**src/rtl/mem_arbiter_pkg.sv**
```systemverilog
// Shared state and grant encodings for the I/D memory-port arbiter.
package mem_arbiter_pkg;

  typedef enum logic [2:0] {
    MARB_IDLE    = 3'd0,
    MARB_I_BURST = 3'd1,
    MARB_D_BURST = 3'd2,
    MARB_I_DONE  = 3'd3,
    MARB_D_DONE  = 3'd4
  } marb_state_t;

  localparam logic MARB_GNT_I = 1'b0;
  localparam logic MARB_GNT_D = 1'b1;

endpackage

```
**src/rtl/mem_burst_counter.sv**
```systemverilog
// Beat counter for one cache-line burst: clear on grant, step per beat,
// flag the final beat. Wraps to zero naturally after the last beat.
module mem_burst_counter #(
  parameter  int LINE_WORDS = 4,
  localparam int CW         = $clog2(LINE_WORDS)
) (
  input  logic          clk,
  input  logic          rst_n,
  input  logic          clr,
  input  logic          inc,
  output logic [CW-1:0] cnt,
  output logic          last
);

  always_ff @(posedge clk or negedge rst_n) begin
    if (!rst_n) begin
      cnt <= '0;
    end else if (clr) begin
      cnt <= '0;
    end else if (inc) begin
      cnt <= cnt + CW'(1);
    end
  end

  assign last = (cnt == CW'(LINE_WORDS - 1));

endmodule

```
**src/rtl/mem_arbiter.sv**
```systemverilog
// Round-robin arbiter sharing one memory port between I-cache refills and
// D-cache refills/write-backs; one LINE_WORDS burst per grant, then a done pulse.
module mem_arbiter
  import mem_arbiter_pkg::*;
#(
  parameter  int LINE_WORDS = 4,
  parameter  int ADDR_W     = 32,
  parameter  int DATA_W     = 32,
  localparam int CW         = $clog2(LINE_WORDS)
) (
  input  logic              Clk,
  input  logic              Rst,
  input  logic              i_imiss_req,
  input  logic [ADDR_W-1:0] i_imiss_addr,
  output logic [DATA_W-1:0] o_imiss_rdata,
  output logic              o_imiss_rvalid,
  output logic              o_imiss_done,
  input  logic              i_dmiss_req,
  input  logic              i_dmiss_we,
  input  logic [ADDR_W-1:0] i_dmiss_addr,
  input  logic [DATA_W-1:0] i_dmiss_wdata,
  output logic              o_dmiss_wnext,
  output logic [DATA_W-1:0] o_dmiss_rdata,
  output logic              o_dmiss_rvalid,
  output logic              o_dmiss_done,
  output logic [CW-1:0]     o_word_idx,
  output logic              o_mem_req,
  output logic              o_mem_we,
  output logic [ADDR_W-1:0] o_mem_addr,
  output logic [DATA_W-1:0] o_mem_wdata,
  input  logic              i_mem_ready,
  input  logic [DATA_W-1:0] i_mem_rdata
);

  localparam logic [ADDR_W-1:0] LINE_MASK = ADDR_W'(LINE_WORDS * 4 - 1);

  marb_state_t       state;
  logic              last_grant;
  logic [ADDR_W-1:0] base;
  logic              we_q;
  logic [CW-1:0]     cnt;
  logic              last_beat;
  logic              gnt_i, gnt_d;
  logic              in_i, in_d, beat;

  // D wins a tie only when I held the previous grant.
  assign gnt_d = (state == MARB_IDLE) && i_dmiss_req &&
                 (!i_imiss_req || (last_grant == MARB_GNT_I));
  assign gnt_i = (state == MARB_IDLE) && i_imiss_req && !gnt_d;

  assign in_i = (state == MARB_I_BURST);
  assign in_d = (state == MARB_D_BURST);
  assign beat = (in_i || in_d) && i_mem_ready;

  mem_burst_counter #(.LINE_WORDS(LINE_WORDS)) u_cnt (
    .clk   (Clk),
    .rst_n (Rst),
    .clr   (gnt_i || gnt_d),
    .inc   (beat),
    .cnt   (cnt),
    .last  (last_beat)
  );

  always_ff @(posedge Clk or negedge Rst) begin
    if (!Rst) begin
      state      <= MARB_IDLE;
      last_grant <= MARB_GNT_I;
      base       <= '0;
      we_q       <= 1'b0;
    end else begin
      case (state)
        MARB_IDLE: begin
          if (gnt_d) begin
            state      <= MARB_D_BURST;
            last_grant <= MARB_GNT_D;
            base       <= i_dmiss_addr & ~LINE_MASK;
            we_q       <= i_dmiss_we;
          end else if (gnt_i) begin
            state      <= MARB_I_BURST;
            last_grant <= MARB_GNT_I;
            base       <= i_imiss_addr & ~LINE_MASK;
            we_q       <= 1'b0;
          end
        end
        MARB_I_BURST: if (beat && last_beat) state <= MARB_I_DONE;
        MARB_D_BURST: if (beat && last_beat) state <= MARB_D_DONE;
        default:      state <= MARB_IDLE;
      endcase
    end
  end

  // Data paths are gated by state so that every output is zero outside its burst.
  assign o_mem_req      = in_i || in_d;
  assign o_mem_we       = in_d && we_q;
  assign o_mem_addr     = o_mem_req ? (base | ADDR_W'({cnt, 2'b00})) : '0;
  assign o_mem_wdata    = (in_d && we_q) ? i_dmiss_wdata : '0;
  assign o_imiss_rvalid = in_i && i_mem_ready;
  assign o_imiss_rdata  = in_i ? i_mem_rdata : '0;
  assign o_dmiss_rvalid = in_d && !we_q && i_mem_ready;
  assign o_dmiss_rdata  = (in_d && !we_q) ? i_mem_rdata : '0;
  assign o_dmiss_wnext  = in_d && we_q && i_mem_ready;
  assign o_imiss_done   = (state == MARB_I_DONE);
  assign o_dmiss_done   = (state == MARB_D_DONE);
  assign o_word_idx     = cnt;

endmodule

```
**config.mk**
```make
export PLATFORM = sky130hd
export DESIGN_NAME = mem_arbiter
export DESIGN_NICKNAME = d
export VERILOG_FILES = /design/src/rtl/mem_arbiter_pkg.sv /design/src/rtl/mem_burst_counter.sv /design/src/rtl/mem_arbiter.sv
export SDC_FILE = /design/constraint.sdc
export NUM_CORES = 1
export LEC_CHECK = 0
export CORE_AREA = 2 2 105 107
export CTS_CLUSTER_SIZE = 10
export DETAILED_ROUTE_END_ITERATION = 10
export DIE_AREA = 0 0 107 109
export HOLD_SLACK_MARGIN = 0.15
export PLACE_DENSITY = 0.73
export SKIP_LAST_GASP = 1
export SYNTH_ARGS = -nofsm -noshare
export SYNTH_HDL_FRONTEND = slang
export SYNTH_HIERARCHICAL = 1
export SYNTH_SLANG_ARGS = --single-unit
export TNS_END_PERCENT = 50
```
**constraint.sdc**
```tcl
create_clock -name Clk -period 4.6 [get_ports Clk]
set_input_delay 1.38 -clock Clk [delete_from_list [all_inputs] [get_ports Clk]]
set_output_delay 1.38 -clock Clk [all_outputs]
set_load 0.01 [all_outputs]
```
==> impl_results.md <==
- IO Pins: 271
- Area Growth Syn to Fin: 97.8%
- Static Leakage: 2.14 nW
- M3 GR Usage: 4.66%
- Mapped cell area: about 2800 sq um
- HP Class: reg2reg
- Least-Margin Pin Slew: 1.08 ns
- Max-slew violations: 0
- Worst path buffer plus inverter count: 2
- CTS H-Tree Depth: 2
- Initial antenna violation count: 0
- CTS tree: yes
- Final Skew: 0.00864 ns
- Top post-synthesis cells by area: dfrtp_1 32%, and2_1 30%, o31ai_1 7.9%
- Via-to-Cell Ratio: 4.56
- Vias in the first global route: 3141
- Hpwl dp: about 8.9 mm
- Clk sink count: 35
- Grt met1 use: approximately a fifth
- Hold-fix buffer count after cts: 0
- VDD IR max: ~0.21 mV
- Cell taking the most area after synthesis: dfrtp_1
- Fill cells: 986
- First-pass GRT wire length: between 15 and 20 mm
- Worst endpoint data arrival time: 2.73 ns
- Die Y: 109 microns
- Most used cell, CP: clkdlybuf4s50_1
- WP data required: approximately 3.2 ns
- Sequential Area: 876 sq um
- Mean Syn Cell Area: about 8 sq um
- Peak Freq: ~0.24 GHz
- Grt peak-use layer: met2
- Synth async-reset ratio: 100%
- Util after Layout: 51.4%
- CP cell instances: clkdlybuf4s50_1 -> and2_1 -> clkdlybuf4s50_1
- Top cell types by occurrence after synthesis: 130 x and2_1, 35 x dfrtp_1, 33 x nor2_1
- Final wirelength: 11.4 mm
- Max clock buf depth: 2
- ANT nets after route: 0
- Vias: 3296
- Starting Density: 26.0%
- Final Instance Area: 5450 sq um
- Status: finished, final reports clean
- Crit path max fanout: 6
- 1st-pass router iterations: 4
- TritonCTS Buffers: 5
- Die area: 11700 sq um
- Slew HR: 27.8%
- Endpoint class of the critical path: primary output
- Crit path max-delay family: buffers and inverters
- Post_cts resized: 0
- Setup Crit Path Kind: in2out
- Reg2reg setup slack: about 2.5 ns
- Ant diodes: 0
- Layout cells sized above 1: just over 4%
- Final nets: 717
- CP max stage cell: clkdlybuf4s50_1
- Placement Cell Area: 5360 sq um
- Clk Tree Root Cell: clkbuf_8
- Total GRT Usage: 18.1%
- Grt total ovfl: 0
- Clock Latency Late Sink: 0.28 ns
- Final Cycle Share: 89.3%
- Rows: 38
- Die W: 107 microns
- # setup viols final: 0
- Setup TNS: 0 ns
- Area of the multi-input gates: 1670 sq um
- Post-DR wirelength/cell: 15.8 microns
- Drt initial violations: around 230
- Largest net degree at the start of global routing: 36
- Post-CTS Setup Inserts: 0
- Ys flop type: dfrtp_1
- Count of cell types in the netlist: 29
- Post-layout min period: 4.11 ns
- Final hold violations: 0
- Setup crit start kind: input pin
- Met2 Usage GRT: 34.0%
- Yosys warnings: 6
- Share of the synthesized area in the top cell type: 31.8%
- Fin Hold WS: 0.487 ns
- Max Cap Viol: 0
- Yosys reg bits: 35
- Residual DRC: 0
- Clock transition at path regs: 0.07 ns
- Total power per unit cell area: 458 nW/um^2
- Placer Congestion: 0.837
- RSZ-0062 raised after global routing: no
- Slowest stage delay, CP: 0.61 ns
- Register area share after synthesis: 31.8%
- Cell with the most instances after synthesis: and2_1
- Cells after synthesis: roughly 340
- Post-synth EDFFs: 0
- IO Port Bufs: 260
- Core outline area: around 11000 sq um
==> per-stage QoR <==
step	worst slack (ns)	cells	total power, mW
after floorplan	1.69	344	1.44
after global placement	0.495	715	2.28
after detailed placement	0.493	715	2.30
after CTS	0.472	723	2.53
after global routing	0.439	723	2.68
final	0.493	723	2.49
==> layer usage <==
layer,part of all wire (%),vias to the layer above,wire [microns]
met3,8.2,12,940
li1,-,1611,-
met1,39,1515,4470
met4,2.0,0,229
met5,0,-,0
met2,51,158,5760
==> path summary, 6_finish.rpt <==
check	start	to	cells after the start
min	base[15]$_DFFE_PN0P_	base[15]$_DFFE_PN0P_	2
max reg2reg	state[1]$_DFFE_PN0P_	u_cnt/cnt[1]$_DFFE_PN0P_	6
min in group asynchronous	Rst	base[17]$_DFFE_PN0P_	1
max in group asynchronous	Rst	base[30]$_DFFE_PN0P_	1
max	i_mem_ready	o_imiss_rvalid	3
min reg2reg	base[15]$_DFFE_PN0P_	base[15]$_DFFE_PN0P_	2
==> worst register-to-register path, stage by stage, from the launching register on <==
cell     delay, ns
dfrtp_1       0.52
xnor2_1       0.20
nor2_2        0.58
buf_4         0.29
and2_1        0.19
mux2i_1       0.19
nor2_1        0.05
==> logic make-up after synthesis <==
family                     after synthesis  share of synthesized area, %
and+or+nand+nor                        174                          38.0
xor gates and xnor gates                 2                         0.636
DFF                                     35                          31.8
buffers and inverters                   36                          8.59
other                                    1                         0.136
adders and majority gates                1                         0.454
AOI/OAI and AO/OA                       93                          20.0
muxes                                    1                         0.363
==> report_power, final <==
part | internal, mW | leakage, nW | switching, mW
clock network | 0.106 | 0.0412 | 0.106
logic | 0.961 | 1.65 | 0.796
registers | 0.440 | 0.442 | 0.0841
total | 1.51 | 2.14 | 0.986
==> cells in the final DEF (no fill, tap or decap), drive strengths merged <==
cell type and n:
a31oi 1, or3 1, o21ai 30, clkdlybuf4s50 259, and2 130, a22o 1
a21bo 1, ha 1, nor3 2, and3b 1, nand3 1, clkinvlp 1
a21oi 30, dfrtp 35, conb 2, buf 6, o31ai 29, nor3b 2
inv 2, clkbuf 6, nand2 1, nor2 35, mux2i 1, clkinv 1
a21boi 1, xnor2 2, or3b 1
==> final cells by class <==
cell class	count	area share (%)
inverter	2	0.138
tap	140	3.22
timing repair buffer	265	48.4
clock inverter	2	0.230
sequential	35	16.1
clock buffer	6	1.33
multi-input combinational	273	30.6
==> sequential cells by signal, indices dropped and copies added (netlist names) <==
| signal | count |
|---|---|
| state | 3 |
| we_q | 1 |
| u_cnt/cnt | 2 |
| last_grant | 1 |
| base | 28 |
Note: power is estimated with default switching activity, not from simulation.
